===== config.mk =====
export PLATFORM = sky130hd
export DESIGN_NAME = int_ctrl
export DESIGN_NICKNAME = d
export VERILOG_FILES = /design/src/rtl/int_ctrl.sv
export SDC_FILE = /design/constraint.sdc
export NUM_CORES = 1
export LEC_CHECK = 0
export ABC_AREA = 1
export CELL_PAD_IN_SITES_DETAIL_PLACEMENT = 2
export CELL_PAD_IN_SITES_GLOBAL_PLACEMENT = 2
export CORE_ASPECT_RATIO = 1.2
export CORE_UTILIZATION = 22
export DETAILED_ROUTE_END_ITERATION = 6
export PLACE_DENSITY = 0.77
export SYNTH_ARGS = -nofsm -noshare
export SYNTH_HDL_FRONTEND = slang
export SYNTH_SLANG_ARGS = --single-unit

===== constraint.sdc =====
create_clock -name clk -period 1.4 [get_ports clk]
set_input_delay 0.28 -clock clk [delete_from_list [all_inputs] [get_ports clk]]
set_output_delay 0.28 -clock clk [all_outputs]
set_load 0.02 [all_outputs]

===== src/rtl/int_ctrl.sv =====
// Fixed-priority interrupt controller: per-source mask, edge/level mode, pending
// register and a req/ack/EOI handshake to the CPU. Define INTC_SYNC_EN for 2-flop input sync.
module int_ctrl #(
  parameter int                    NUM_SRC    = 8,
  parameter int                    DATA_WIDTH = 16,
  parameter int                    ADDR_WIDTH = 16,
  parameter logic [ADDR_WIDTH-1:0] BASE_ADDR  = 16'hFF40,
  parameter int                    ID_WIDTH   = 3
) (
  input  logic                  clk,
  input  logic                  rst_n,
  input  logic [NUM_SRC-1:0]    int_src,
  input  logic [ADDR_WIDTH-1:0] bus_addr,
  input  logic                  bus_we,
  input  logic [DATA_WIDTH-1:0] bus_wdata,
  output logic [DATA_WIDTH-1:0] bus_rdata,
  output logic                  bus_sel,
  output logic                  irq_req,
  output logic [ID_WIDTH-1:0]   irq_id,
  input  logic                  irq_ack,
  output logic                  irq_active
);

  localparam int NUM_ID = 1 << ID_WIDTH;

  typedef enum logic [1:0] {
    ST_IDLE   = 2'd0,
    ST_REQ    = 2'd1,
    ST_ACTIVE = 2'd2
  } state_t;

  state_t                state_q, state_d;
  logic [ID_WIDTH-1:0]   id_q, id_d;
  logic                  irq_req_q, irq_active_q;
  logic [NUM_SRC-1:0]    pend_q, pend_d;
  logic [NUM_SRC-1:0]    mask_q, mode_q, prev_q;
  logic [NUM_SRC-1:0]    src_smp, wdata_src;
  logic [NUM_SRC-1:0]    edge_set, w1c_clr, ack_clr, id_onehot, eligible;
  logic [NUM_ID-1:0]     elig_pad;
  logic [ADDR_WIDTH-1:0] offset;
  logic                  wr_pend, wr_mask, wr_mode, wr_eoi;
  logic                  unused_wdata_s;

  function automatic logic [ID_WIDTH-1:0] prio_enc(input logic [NUM_SRC-1:0] v);
    prio_enc = '0;
    for (int i = NUM_SRC - 1; i >= 0; i--) begin
      if (v[i]) begin
        prio_enc = ID_WIDTH'(i);
      end else begin
        prio_enc = prio_enc;
      end
    end
  endfunction

`ifdef INTC_SYNC_EN
  logic [NUM_SRC-1:0] sync1_q, sync2_q;

  always_ff @(posedge clk) begin
    if (!rst_n) begin
      sync1_q <= '0;
      sync2_q <= '0;
    end else begin
      sync1_q <= int_src;
      sync2_q <= sync1_q;
    end
  end

  assign src_smp = sync2_q;
`else
  assign src_smp = int_src;
`endif

  // Offset wraps for addresses below BASE_ADDR, so one compare covers the window.
  assign offset         = bus_addr - BASE_ADDR;
  assign bus_sel        = (offset < ADDR_WIDTH'(4));
  assign wr_pend        = bus_we && bus_sel && (offset[1:0] == 2'd0);
  assign wr_mask        = bus_we && bus_sel && (offset[1:0] == 2'd1);
  assign wr_mode        = bus_we && bus_sel && (offset[1:0] == 2'd2);
  assign wr_eoi         = bus_we && bus_sel && (offset[1:0] == 2'd3);
  assign wdata_src      = bus_wdata[NUM_SRC-1:0];
  assign unused_wdata_s = ^bus_wdata;
  assign eligible       = pend_q & mask_q;

  always_comb begin
    id_onehot = '0;
    elig_pad  = '0;
    for (int i = 0; i < NUM_SRC; i++) begin
      id_onehot[i] = (id_q == ID_WIDTH'(i));
    end
    elig_pad[NUM_SRC-1:0] = eligible;
  end

  // Edge bits: set beats any clear in the same cycle. Level bits follow the source.
  always_comb begin
    edge_set = src_smp & ~prev_q & mode_q;
    if (wr_pend) begin
      w1c_clr = wdata_src & mode_q;
    end else begin
      w1c_clr = '0;
    end
    if ((state_q == ST_REQ) && irq_ack) begin
      ack_clr = id_onehot & mode_q;
    end else begin
      ack_clr = '0;
    end
    pend_d = (mode_q & ((pend_q & ~w1c_clr & ~ack_clr) | edge_set)) | (~mode_q & src_smp);
  end

  always_comb begin
    state_d = state_q;
    id_d    = id_q;
    case (state_q)
      ST_IDLE: begin
        if (|eligible) begin
          state_d = ST_REQ;
          id_d    = prio_enc(eligible);
        end else begin
          state_d = ST_IDLE;
        end
      end
      ST_REQ: begin
        if (irq_ack) begin
          state_d = ST_ACTIVE;
        end else if (!elig_pad[id_q]) begin
          state_d = ST_IDLE;
        end else begin
          state_d = ST_REQ;
        end
      end
      ST_ACTIVE: begin
        if (wr_eoi) begin
          state_d = ST_IDLE;
        end else begin
          state_d = ST_ACTIVE;
        end
      end
      default: state_d = ST_IDLE;
    endcase
  end

  always_ff @(posedge clk) begin
    if (!rst_n) begin
      state_q      <= ST_IDLE;
      id_q         <= '0;
      irq_req_q    <= 1'b0;
      irq_active_q <= 1'b0;
      pend_q       <= '0;
      mask_q       <= '0;
      mode_q       <= '0;
      prev_q       <= '0;
    end else begin
      state_q      <= state_d;
      id_q         <= id_d;
      irq_req_q    <= (state_d == ST_REQ);
      irq_active_q <= (state_d == ST_ACTIVE);
      pend_q       <= pend_d;
      prev_q       <= src_smp;
      if (wr_mask) begin
        mask_q <= wdata_src;
      end else begin
        mask_q <= mask_q;
      end
      if (wr_mode) begin
        mode_q <= wdata_src;
      end else begin
        mode_q <= mode_q;
      end
    end
  end

  always_comb begin
    bus_rdata = '0;
    if (bus_sel) begin
      case (offset[1:0])
        2'd0: bus_rdata[NUM_SRC-1:0] = pend_q;
        2'd1: bus_rdata[NUM_SRC-1:0] = mask_q;
        2'd2: bus_rdata[NUM_SRC-1:0] = mode_q;
        2'd3: begin
          bus_rdata[ID_WIDTH-1:0]          = id_q;
          bus_rdata[ID_WIDTH+1:ID_WIDTH]   = state_q;
        end
        default: bus_rdata = '0;
      endcase
    end else begin
      bus_rdata = '0;
    end
  end

  assign irq_req    = irq_req_q;
  assign irq_id     = id_q;
  assign irq_active = irq_active_q;

endmodule

==> out/qor.csv <==
metric,value,unit
Hold WC Path Type,flop to flop,
Fin. Hold Viols,0,
flip-flop and latch area,782,um^2
Clock Tree Root,clkbuf_16,
Final Non-Filler Cells,588,
Sequential Power Share,0.439,
Peak VDD IR,0.382,mV
power share of the combinational group,0.146,
vias after detailed routing,2773,
fin crit share,1.15,
CP top delay family,simple AND/OR/NAND/NOR gates,
# diodes,0,
row count,39,
number of routed nets with antenna violations,0,
CP Max Fanout,6,
syn_area_per_cell,6.39,um^2
Final Total Pwr,2.62,mW
Max-cap violations,0,
Starting Density,0.226,
H-tree depth,2,
layout cells sized above 1,0.426,
Clock Pin Slew Worst Setup and Hold Paths,0.05,ns
DRT iter0 DRCs,107,
Multi-input gate area,0.00152,mm^2
# IOs,66,
clk_lat worst skew,0.29,ns
Slowest cell on crit path,buf_6,
Clk network pwr share,0.415,
sequential share of the synthesized area,0.361,
Sw Pwr,0.661,mW
final WL,11.1,mm
RSZ-0062 raised after global routing,true,
Initial DRT Pass Iterations,4,
antenna violations before repair,0,
Worst Slack Setup Final,-0.214,ns
reg2reg setup slack,-0.06,ns
min Tclk post-route,1.61,ns
DPL Wire Length,6.29,mm
hold_buf cts,0,
Clock Skew,0.00465,ns
internal power,1.96,mW
gpl congestion,0.797,
Vias/cell,4.72,
"Remaining Overflow, GRT",0,
WS Path Type,input pin to output pin,
Yosys reg bits,39,
Required @ worst endpoint,1.12,ns
GRT Util Overall,0.198,
die width,92.6,um
clock tree from TritonCTS,yes,
port bufs,49,
worst endpoint data arrival time,1.33,ns
CTS max path bufs,2,
Yosys Warn Count,0,
"Setup violations, final",35,
clock sink count,39,
CP max stage delay,0.17,ns
Fill cells,1109,
Die H,111,um
total CTS buffers,5,
CP most frequent cell,buf_6,
failing checks,setup timing,
CP Buf/Inv Count,3,
Synth cell types,29,
Layout Nets,510,
startpoint types,input pin,
synthesis-to-layout area growth,78.4,%
placed cell count,558,
fmax,619,MHz
worst path cell trace,buf_8 -> nor2_4 -> nand3b_1 -> nand2_2 -> nand3_4 -> buf_6 -> a31oi_4 -> buf_6,
post-DR wirelength/cell,18.9,um
vias in the first global route,3028,
Final Max Slew Viols,0,
largest net degree at the start of global routing,23,
DIE AREA,0.0102,mm^2
drt drc,0,
outcome,"finished, violations left",
P_leak,1.86,nW
Placed Area,0.00317,mm^2
power per cell area,678,mW/mm^2
Syn Inst Count,339,
core area,0.00956,mm^2
Net Sw Frac,0.252,
nature of the critical path endpoint,output pin,
Final Cell Area,0.00386,mm^2
"Cell Area, Synth",0.00216,mm^2
first-pass GRT wire length,15.4,mm
Final Core Density,0.404,
[worst reg2reg max path, cell delays in order (launching register included)]
cell and delay, ns:
dfxtp_1 0.33, buf_4 0.15, nand2_1 0.16, nand2_2 0.10, nor2_2 0.11, nand2_1 0.07, nand2_1 0.09, inv_2 0.07
o32ai_1 0.18, nor2_1 0.08
[layout make-up]
type,count,area share
flip-flops and latches,39,0.203
repair buffers,124,0.285
well taps,123,0.0399
clock buffers,6,0.0334
multi-input cells,252,0.394
inverters,44,0.0450
[repair_timing]
item	in CTS	in global routing
pin swaps	24	17
gates cloned	2	1
hold endpoints to repair	0	0
setup buffers	13	9
endpoints found under the setup margin	40	43
resized for setup	163	81
[per-stage QoR]
stage | hold slack [ns] | setup WS [ns] | TNS (ns)
floorplan | 0.392 | -0.0581 | -0.176
global placement | 0.453 | -1.12 | -22.93
detailed placement | 0.460 | -1.17 | -25.20
CTS | 0.473 | -0.192 | -2.83
global route | 0.491 | -0.324 | -7.99
finish | 0.466 | -0.214 | -4.35
[per-layer routing]
metal	global-route usage	routed length, um
met3	0.0329	428
met4	0.0740	491
met1	0.206	4050
met5	0	0
met2	0.386	6160
[sequential cells by signal (all words and copies together) (netlist names)]
name	flops
irq_active	1
state_q	2
irq_req	1
mode_q	8
mask_q	8
prev_q	8
irq_id	3
pend_q	8
[logic make-up after synthesis]
group / count (synthesis) / share of synthesized area
flip-flops: 39 / 0.361
other: 1 / 0.00173
AND/OR/NAND/NOR: 201 / 0.402
buffers and inverters: 58 / 0.122
AO/OA/AOI/OAI: 40 / 0.114
[final timing paths]
check | endpoint | cells after the start | from
setup reg to reg | irq_id[2] | 9 | pend_q[2]
hold reg to reg | pend_q[1] | 3 | prev_q[1]
setup / recovery | bus_rdata[5] | 8 | bus_addr[7]
hold / removal | pend_q[1] | 3 | prev_q[1]
[cells in the mapped netlist]
library cell	n	area share
nand3b_1	1	0.0035
buf_2	1	0.0023
o21ai_0	7	0.016
nand4_1	1	0.0029
nand3_1	14	0.032
conb_1	1	0.0017
nand2_1	122	0.21
inv_1	43	0.075
buf_4	8	0.028
a221oi_1	5	0.020
dfxtp_1	39	0.36
buf_6	2	0.010
nand2_2	1	0.0029
nand3_4	1	0.0081
inv_2	1	0.0017
o21bai_2	1	0.0052
o211a_1	1	0.0046
nor2_2	1	0.0029
nor2_1	53	0.092
clkbuf_1	3	0.0052
nand2_4	2	0.010
nor2_8	3	0.028
a31oi_1	8	0.023
nor3_1	1	0.0023
o21ai_1	5	0.012
a21oi_1	11	0.025
o21bai_1	1	0.0035
o32ai_1	1	0.0040
nor2_4	1	0.0052
[placed cells by master (no fill, tap or decap), types with 9 or more instances in the layout]
master           count
nand2_1             94
buf_4               63
dfxtp_1             38
nor2_1              33
inv_1               33
nand2_2             24
buf_6               19
clkdlybuf4s50_1     19
nor2_2              15
nand3_1             11
buf_2               11
a21oi_1              9
[power groups by stage]
| stage | Combinational, mW | Sequential (mW) | Clock (mW) |
|---|---|---|---|
| 5_1_grt | 0.407 | 1.15 | 1.15 |
| 3_3_place_gp | 0.283 | 1.17 | 0 |
| 6_report | 0.382 | 1.15 | 1.09 |
| 4_1_cts | 0.323 | 1.15 | 1.12 |
| 2_1_floorplan | 0.114 | 1.17 | 0 |
| 3_5_place_dp | 0.292 | 1.17 | 0 |
Power figures use the tool's default switching activity.
